### src/rtl/sm_warp_alloc.sv
// Warp-slot allocator: round-robin grant of free warp slots to TPC requests, registered dispatch,
// and a completion FIFO back to the TPC. Optional illegal-release checking via SM_WARP_ALLOC_CHK_EN.
module sm_warp_alloc #(
    parameter int NUM_WARP   = 8,
    parameter int DEPTH_WARP = $clog2(NUM_WARP),
    parameter int BID_W      = 4,
    parameter int RSP_DEPTH  = 4
) (
    input  logic                  clk,
    input  logic                  rst_n,
    input  logic                  tpc_req_valid_i,
    output logic                  tpc_req_ready_o,
    input  logic [BID_W-1:0]      tpc_req_bid_i,
    output logic                  sm_warp_req_valid_o,
    input  logic                  sm_warp_req_ready_i,
    output logic [DEPTH_WARP-1:0] sm_warp_req_wid_o,
    output logic [BID_W-1:0]      sm_warp_req_bid_o,
    input  logic                  sm_warp_rsp_valid_i,
    output logic                  sm_warp_rsp_ready_o,
    input  logic [DEPTH_WARP-1:0] sm_warp_rsp_wid_i,
    output logic                  tpc_rsp_valid_o,
    input  logic                  tpc_rsp_ready_i,
    output logic [DEPTH_WARP-1:0] tpc_rsp_wid_o,
    output logic [BID_W-1:0]      tpc_rsp_bid_o,
    output logic [DEPTH_WARP:0]   free_cnt_o,
    output logic                  idle_o,
    output logic                  err_o
);

    localparam int PTR_W = $clog2(RSP_DEPTH);
    localparam int ENT_W = DEPTH_WARP + BID_W;
    localparam int CNT_W = DEPTH_WARP + 1;

    function automatic logic [CNT_W-1:0] popcount(input logic [NUM_WARP-1:0] v);
        logic [CNT_W-1:0] c;
        c = '0;
        for (int i = 0; i < NUM_WARP; i++) c = c + CNT_W'(v[i]);
        return c;
    endfunction

    logic [NUM_WARP-1:0]   asg_q, asg_d;
    logic [DEPTH_WARP-1:0] rr_q, rr_d;
    logic [BID_W-1:0]      bid_table_q [NUM_WARP];
    logic                  disp_vld_q, disp_vld_d;
    logic [DEPTH_WARP-1:0] disp_wid_q, disp_wid_d;
    logic [BID_W-1:0]      disp_bid_q, disp_bid_d;
    logic [ENT_W-1:0]      fifo_q [RSP_DEPTH];
    logic [PTR_W-1:0]      wr_ptr_q, rd_ptr_q;
    logic [PTR_W:0]        fcnt_q, fcnt_d;
    logic [CNT_W-1:0]      free_q, free_d;

    logic                  alloc_found, alloc, rsp_acc, rel_ok, push, pop;
    logic [DEPTH_WARP-1:0] alloc_wid, idx;
    logic [ENT_W-1:0]      head;

    // First free slot at or after the rr pointer; the index wraps naturally at NUM_WARP.
    always_comb begin
        alloc_found = 1'b0;
        alloc_wid   = '0;
        idx         = '0;
        for (int i = 0; i < NUM_WARP; i++) begin
            idx = rr_q + DEPTH_WARP'(i);
            if (!alloc_found && !asg_q[idx]) begin
                alloc_found = 1'b1;
                alloc_wid   = idx;
            end
        end
    end

    assign tpc_req_ready_o     = alloc_found & (~disp_vld_q | sm_warp_req_ready_i);
    assign alloc               = tpc_req_valid_i & tpc_req_ready_o;
    assign sm_warp_rsp_ready_o = (fcnt_q != (PTR_W+1)'(RSP_DEPTH));
    assign rsp_acc             = sm_warp_rsp_valid_i & sm_warp_rsp_ready_o;
    assign push                = rsp_acc & rel_ok;
    assign pop                 = (fcnt_q != '0) & tpc_rsp_ready_i;

`ifdef SM_WARP_ALLOC_CHK_EN
    logic err_q;
    assign rel_ok = asg_q[sm_warp_rsp_wid_i];
    always_ff @(posedge clk or negedge rst_n) begin
        if (!rst_n) err_q <= 1'b0;
        else if (rsp_acc && !rel_ok) err_q <= 1'b1;
    end
    assign err_o = err_q;
`else
    assign rel_ok = 1'b1;
    assign err_o  = 1'b0;
`endif

    always_comb begin
        asg_d = asg_q;
        if (push)  asg_d[sm_warp_rsp_wid_i] = 1'b0;
        if (alloc) asg_d[alloc_wid] = 1'b1;
        free_d = CNT_W'(NUM_WARP) - popcount(asg_d);
        rr_d   = alloc ? alloc_wid + 1'b1 : rr_q;

        disp_vld_d = disp_vld_q;
        disp_wid_d = disp_wid_q;
        disp_bid_d = disp_bid_q;
        if (alloc) begin
            disp_vld_d = 1'b1;
            disp_wid_d = alloc_wid;
            disp_bid_d = tpc_req_bid_i;
        end else if (sm_warp_req_ready_i) begin
            disp_vld_d = 1'b0;
        end

        unique case ({push, pop})
            2'b10:   fcnt_d = fcnt_q + 1'b1;
            2'b01:   fcnt_d = fcnt_q - 1'b1;
            default: fcnt_d = fcnt_q;
        endcase
    end

    always_ff @(posedge clk or negedge rst_n) begin
        if (!rst_n) begin
            asg_q      <= '0;
            rr_q       <= '0;
            disp_vld_q <= 1'b0;
            disp_wid_q <= '0;
            disp_bid_q <= '0;
            wr_ptr_q   <= '0;
            rd_ptr_q   <= '0;
            fcnt_q     <= '0;
            free_q     <= CNT_W'(NUM_WARP);
        end else begin
            asg_q      <= asg_d;
            rr_q       <= rr_d;
            disp_vld_q <= disp_vld_d;
            disp_wid_q <= disp_wid_d;
            disp_bid_q <= disp_bid_d;
            fcnt_q     <= fcnt_d;
            free_q     <= free_d;
            if (push) wr_ptr_q <= wr_ptr_q + 1'b1;
            if (pop)  rd_ptr_q <= rd_ptr_q + 1'b1;
        end
    end

    // Storage arrays carry no reset; their contents are only observed behind valid state.
    always_ff @(posedge clk) begin
        if (alloc) bid_table_q[alloc_wid] <= tpc_req_bid_i;
        if (push)  fifo_q[wr_ptr_q] <= {sm_warp_rsp_wid_i, bid_table_q[sm_warp_rsp_wid_i]};
    end

    assign head                = fifo_q[rd_ptr_q];
    assign tpc_rsp_valid_o     = (fcnt_q != '0);
    assign tpc_rsp_wid_o       = tpc_rsp_valid_o ? head[ENT_W-1:BID_W] : '0;
    assign tpc_rsp_bid_o       = tpc_rsp_valid_o ? head[BID_W-1:0] : '0;
    assign sm_warp_req_valid_o = disp_vld_q;
    assign sm_warp_req_wid_o   = disp_wid_q;
    assign sm_warp_req_bid_o   = disp_bid_q;
    assign free_cnt_o          = free_q;
    assign idle_o              = (asg_q == '0) & ~disp_vld_q & (fcnt_q == '0);

endmodule

### config.mk
export PLATFORM = sky130hd
export DESIGN_NAME = sm_warp_alloc
export DESIGN_NICKNAME = d
export VERILOG_FILES = /design/src/rtl/sm_warp_alloc.sv
export SDC_FILE = /design/constraint.sdc
export NUM_CORES = 1
export LEC_CHECK = 0
export CORE_AREA = 2 2 110 112
export DETAILED_ROUTE_END_ITERATION = 12
export DIE_AREA = 0 0 112 114
export GPL_TIMING_DRIVEN = 0
export HOLD_SLACK_MARGIN = 0.03
export PLACE_DENSITY = 0.75
export SYNTH_ARGS = -nofsm -noshare
export SYNTH_HDL_FRONTEND = slang
export SYNTH_SLANG_ARGS = --single-unit
### constraint.sdc
create_clock -name clk -period 15.3 [get_ports clk]
set_input_delay 4.59 -clock clk [delete_from_list [all_inputs] [get_ports clk]]
set_output_delay 4.59 -clock clk [all_outputs]
set_load 0.005 [all_outputs]
==> results of run 1 <==
Yosys cell counts, drive strengths merged, types with 3 or more instances:
| cell | instances |
|---|---|
| xnor2 | 4 |
| nor3b | 3 |
| a21o | 11 |
| fa | 5 |
| a32oi | 3 |
| and3 | 5 |
| a31oi | 3 |
| nand2 | 25 |
| o221ai | 3 |
| dfrtp | 29 |
| mux4 | 22 |
| a211oi | 3 |
| xor2 | 6 |
| a2111oi | 3 |
| mux2 | 19 |
| nand2b | 5 |
| inv | 17 |
| a21oi | 9 |
| mux2i | 20 |
| clkbuf | 15 |
| ha | 11 |
| nor3 | 4 |
| o21ai | 11 |
| nor2 | 18 |
| nand3 | 10 |
| o22ai | 3 |
| edfxtp | 60 |
| nor2b | 5 |
| buf | 16 |
| and2 | 15 |
worst min path at each step:
stage | start | endpoint
3_5_place_dp | sm_warp_req_wid_o[1] | sm_warp_req_wid_o[1]
4_1_cts | sm_warp_req_wid_o[2] | sm_warp_req_wid_o[2]
2_1_floorplan | fcnt_q[2] | fcnt_q[2]
6_report | sm_warp_req_wid_o[1] | sm_warp_req_wid_o[1]
5_1_grt | sm_warp_req_wid_o[2] | sm_warp_req_wid_o[2]
3_3_place_gp | sm_warp_req_wid_o[2] | sm_warp_req_wid_o[2]
placed cells by master (no fill, tap or decap), drive strengths merged, types with 3 or more instances in the layout:
| master | Yosys | layout |
|---|---|---|
| nor2b | 5 | 5 |
| mux4 | 22 | 22 |
| xnor2 | 4 | 4 |
| xor2 | 6 | 6 |
| nand2 | 25 | 25 |
| ha | 11 | 11 |
| a21o | 11 | 11 |
| nor2 | 18 | 18 |
| a211oi | 3 | 3 |
| dfrtp | 29 | 29 |
| o21ai | 11 | 11 |
| mux2i | 20 | 20 |
| a32oi | 3 | 3 |
| a31oi | 3 | 3 |
| nand2b | 5 | 5 |
| mux2 | 19 | 19 |
| buf | 16 | 17 |
| o221ai | 3 | 3 |
| fa | 5 | 5 |
| o22ai | 3 | 3 |
| a2111oi | 3 | 3 |
| and2 | 15 | 15 |
| nor3 | 4 | 4 |
| inv | 17 | 20 |
| nor3b | 3 | 3 |
| edfxtp | 60 | 60 |
| clkbuf | 15 | 24 |
| and3 | 5 | 5 |
| clkdlybuf4s50 | 0 | 34 |
| nand3 | 10 | 10 |
| a21oi | 9 | 9 |
metrics by stage:
stage,hold WS [ps],setup slack [ps]
2_1_floorplan,456,5790
3_3_place_gp,464,4740
3_5_place_dp,477,4740
4_1_cts,500,4720
5_1_grt,515,4660
6_report,494,4730
layout make-up:
cell class / instances / area [um2]
clock buffer: 9 / 225
multi-input combinational: 254 / 2300
buffer: 31 / 164
inverter: 17 / 63.8
sequential: 90 / 2550
clock inverter: 7 / 108
timing repair buffer: 35 / 345
tap: 147 / 184
fill: 1033 / 5770
sequential cells by signal, indices dropped and copies added, names as in the netlist:
register,cells
bid_table_q,32
fifo_q,28
asg_q,8
free_cnt_o,4
sm_warp_req_bid_o,4
fcnt_q,3
rr_q,3
sm_warp_req_wid_o,3
rd_ptr_q,2
wr_ptr_q,2
sm_warp_req_valid_o,1
metal layers:
| layer | share of wire [%] | vias up | track usage [%] |
|---|---|---|---|
| met4 | 1.3 | 0 | 4.39 |
| li1 | - | 1556 | - |
| met5 | 0 | - | 0 |
| met2 | 48 | 113 | 28.8 |
| met1 | 45 | 1681 | 24.2 |
| met3 | 5.7 | 12 | 4.14 |
cell families (layout without fill, tap and decap cells):
| family | Yosys count | count (layout) |
|---|---|---|
| AND/OR/NAND/NOR | 101 | 101 |
| XOR/XNOR | 10 | 10 |
| AO/OA/AOI/OAI | 65 | 65 |
| other | 1 | 1 |
| multiplexers | 61 | 61 |
| buffers and inverters | 48 | 99 |
| adder cells (fa/ha/maj) | 16 | 16 |
| flip-flops | 90 | 90 |
critical path: stages:
cell and delay, ps:
clkdlybuf4s50_1 440, nand2b_1 110, a21boi_1 270, clkdlybuf4s50_1 560
==> results.json, run 1 <==
{
  "outcome": "finished, final reports clean",
  "post-route-util_pct": 50.8,
  "worstSetupStartpoint": "sm_warp_req_ready_i",
  "root_buffer": "clkbuf_16",
  "cts_buffers": 9,
  "synthXorXnorAreaFrac_pct": 2.09,
  "rr_worst_depth": 22,
  "fmax_mhz": 94.6,
  "finalNonFillerCells": 590,
  "tightest_slew_ps": 692,
  "nets": 467,
  "crit_required_ps": 10710,
  "fin_area_um2": 5940,
  "hold_depth": 2,
  "dieHeight_um": 114,
  "postCtsSetupBuffers": 0,
  "n_antenna_cell": 0,
  "cts_num_sinks": 90,
  "hp-class": "flop to flop",
  "clk_latency_ps": 340,
  "synthMuxAreaShare_pct": 18.0,
  "syn_area_um2": 5080,
  "placedInstanceArea_um2": 5620,
  "endpoint_kind": "output port",
  "gp_congestion": 0.914,
  "maxCapViolCount": 0,
  "synth_top_area_share_pct": 35.5,
  "maxSlewHeadroom_pct": 53.8,
  "initial_core_util_pct": 43.4,
  "grt_max_degree": 31,
  "ctsHoldBuffers": 0,
  "clk_pin_slew_ps": 70,
  "rrSetupSlack_ps": 8980,
  "synth_seq_cells": 90,
  "synthTopCellsByArea": "edfxtp_1 35%, dfrtp_1 14%, mux4_2 9.7%",
  "hold_violations": 0,
  "dr.pass1.iters": 5,
  "cts_tree": "yes",
  "ctsLongestPathBuffers": 2,
  "ant_nets": 0,
  "ys.flop_type": "edfxtp_1",
  "dr.first_iter.drc_count": 268,
  "synth_top_family_by_area": "multiplexers",
  "area_growth_pct": 17.0,
  "std_cell_rows": 40,
  "r2r_end": "free_cnt_o[2]",
  "synth_nets": 421,
  "yosysSeqAreaShare_pct": 50.2,
  "h-tree-depth": 3,
  "globalRouteTotalUtil_pct": 17.7,
  "boundaryPins": 37,
  "antenna_found_initial": 0,
  "grt_first_pass_wirelength_um": 17800,
  "post-route-drc-count": 0,
  "drive_gt1_share_pct": 19.9,
  "cts_resized": 0,
  "overflow": 0,
  "cp_max_fo": 3,
  "dp.cells": 574,
  "dieArea_um2": 12800,
  "wl_um": 10900,
  "ys_types": 65,
  "post-route-min-period_ps": 10570,
  "vias": 3362,
  "synth_area_leader_cell": "edfxtp_1",
  "period_share_pct": 69.1,
  "grt_pass1_vias": 3456,
  "syn_avg_cell_area_um2": 13.0,
  "io_buffers": 35,
  "synth_edf_count": 60,
  "routed_via_density": 5.70,
  "setup_viol": 0,
  "crit_type": "input pin to output port",
  "r2r-start": "rr_q[1]",
  "rsz0062_at_grt": "false",
  "ys_warn_count": 0,
  "finClkSkew_ps": 10.2,
  "synth_compound_area_share_pct": 9.65,
  "critPathCapture": "tpc_req_ready_o",
  "tns_ps": 0,
  "crit_arrival_ps": 5980,
  "async_reset_ff_share_pct": 33.3,
  "dp_hpwl_um": 7560,
  "core_um2": 11700,
  "yosys.area_share.simple_pct": 10.7,
  "slew_viol_final": 0,
  "synth_fa_ha_area_share_pct": 4.68,
  "wl_per_cell_um": 18.4,
  "netlist_instances": 392,
  "die_x_um": 112,
  "start_kind": "input pin"
}
Power of run 1 is not shown: default switching activity piles up to over one toggle a cycle in this logic, so the estimate is an artifact.
==> inputs of run 2 (changes only) <==
--- a/config.mk
+++ b/config.mk
@@ -10,7 +10,7 @@
 export DIE_AREA = 0 0 112 114
 export GPL_TIMING_DRIVEN = 0
 export HOLD_SLACK_MARGIN = 0.03
-export PLACE_DENSITY = 0.75
+export PLACE_DENSITY = 0.77
 export SYNTH_ARGS = -nofsm -noshare
 export SYNTH_HDL_FRONTEND = slang
 export SYNTH_SLANG_ARGS = --single-unit
==> constraint.sdc (replaced) <==
create_clock -name clk -period 9.7 [get_ports clk]
set_input_delay 2.91 -clock clk [delete_from_list [all_inputs] [get_ports clk]]
set_output_delay 2.91 -clock clk [all_outputs]
set_load 0.005 [all_outputs]
==> results.json, run 2 (synthesis gave the netlist of run 1 again) <==
{
  "outcome": "finished, final reports clean",
  "routed_via_density": 5.90,
  "ctsHoldBuffers": 0,
  "ctsLongestPathBuffers": 2,
  "initial_core_util_pct": 43.4,
  "dr.first_iter.drc_count": 309,
  "fillers": 1055,
  "drive_gt1_share_pct": 19.4,
  "post-route-min-period_ps": 7190,
  "globalRouteTotalUtil_pct": 17.8,
  "hold_path.startpoint": "sm_warp_req_wid_o[1]",
  "tns_ps": 0,
  "antenna_found_initial": 0,
  "dp_hpwl_um": 7820,
  "cts_tree": "yes",
  "r2r-start": "rr_q[1]",
  "maxCapViolCount": 0,
  "nets": 467,
  "clk_pin_slew_ps": 60,
  "layout_commonest_cell": "edfxtp_1",
  "boundaryPins": 37,
  "dr.pass1.iters": 5,
  "largest_registers": "bid_table_q x32, fifo_q x28, asg_q x8",
  "cts_buffers": 9,
  "n_antenna_cell": 0,
  "top_register": "bid_table_q",
  "crit_arrival_ps": 4280,
  "cts_resized": 0,
  "maxSlewHeadroom_pct": 52.7,
  "area_growth_pct": 15.8,
  "largest_reg_flops": 32,
  "fmax_mhz": 139,
  "post-route-drc-count": 0,
  "crit_required_ps": 6790,
  "cts_num_sinks": 90,
  "vias": 3481,
  "cp_max_fo": 3,
  "grt_pass1_vias": 3409,
  "grt_max_degree": 31,
  "root_buffer": "clkbuf_16",
  "clk_latency_ps": 340,
  "start_kind": "input pin",
  "rsz0062_at_grt": "false",
  "worstSetupStartpoint": "sm_warp_req_ready_i",
  "dieArea_um2": 12800,
  "period_share_pct": 74.1,
  "tightest_slew_ps": 709,
  "ant_nets": 0,
  "std_cell_rows": 40,
  "dieHeight_um": 114,
  "postCtsSetupBuffers": 0,
  "hold_violations": 0,
  "io_buffers": 35,
  "die_x_um": 112,
  "wl_per_cell_um": 18.5,
  "overflow": 0,
  "grt_first_pass_wirelength_um": 17800,
  "finClkSkew_ps": 7.01,
  "crit_type": "input pin to output port",
  "endpoint_kind": "output port",
  "slew_viol_final": 0,
  "mostFrequentLayoutCells": "60 x edfxtp_1, 34 x clkdlybuf4s50_1, 29 x dfrtp_1",
  "wl_um": 10900,
  "hp-class": "flop to flop",
  "h-tree-depth": 3,
  "core_um2": 11700,
  "gp_congestion": 0.901,
  "setup_viol": 0
}
[run 2: cell count changes in the layout (fill, tap and decap cells not counted), sizes merged]
cell	change
bufinv	-2
clkinv	+4
clkinvlp	+1
inv	-3
[run 2: final cells by class]
| cell class | count | area (um2) | share of cell area (%) |
|---|---|---|---|
| Sequential cell | 90 | 2550 | 43.4 |
| Clock inverter | 7 | 46.3 | 0.787 |
| Multi-Input combinational cell | 254 | 2300 | 39.1 |
| Buffer | 31 | 164 | 2.79 |
| Inverter | 17 | 63.8 | 1.08 |
| Timing Repair Buffer | 35 | 345 | 5.87 |
| Tap cell | 147 | 184 | 3.13 |
| Clock buffer | 9 | 225 | 3.83 |
[run 2: final timing paths]
path	end	slack (ps)	cells after the start
hold reg to reg	sm_warp_req_wid_o[1]	490	2
min in group asynchronous	rd_ptr_q[1]	2600	1
hold / removal	sm_warp_req_wid_o[1]	490	2
setup / recovery	tpc_req_ready_o	2510	4
setup reg to reg	free_cnt_o[2]	3280	21
max in group asynchronous	sm_warp_req_bid_o[3]	6650	1
[run 2: worst max-delay path: stages]
cell	delay, ps
clkdlybuf4s50_1	450
nand2b_1	110
a21boi_1	260
clkdlybuf4s50_1	550
[run 2: metrics by stage]
| step | hold WS, ps | setup WS [ps] | instances | util (%) | cell area [um2] |
|---|---|---|---|---|---|
| finish | 489 | 2510 | 590 | 50.2 | 5880 |
| global route | 518 | 2460 | 590 | 50.2 | 5880 |
| CTS | 496 | 2510 | 590 | 50.3 | 5890 |
| detailed placement | 476 | 2520 | 574 | 48.0 | 5620 |
| global placement | 466 | 2530 | 574 | 48.0 | 5620 |
| floorplan | 456 | 3550 | 392 | - | 5080 |
[run 2: routing by layer]
metal  vias up  GRT usage (%)  part of all wire (%)
li1       1560              -                     -
met1      1771           24.1                    44
met2       139           29.5                    49
met3        11           5.15                   6.7
met4         0           2.76                  0.90
met5         -              0                     0
Power of run 2 is left out for the same reason.
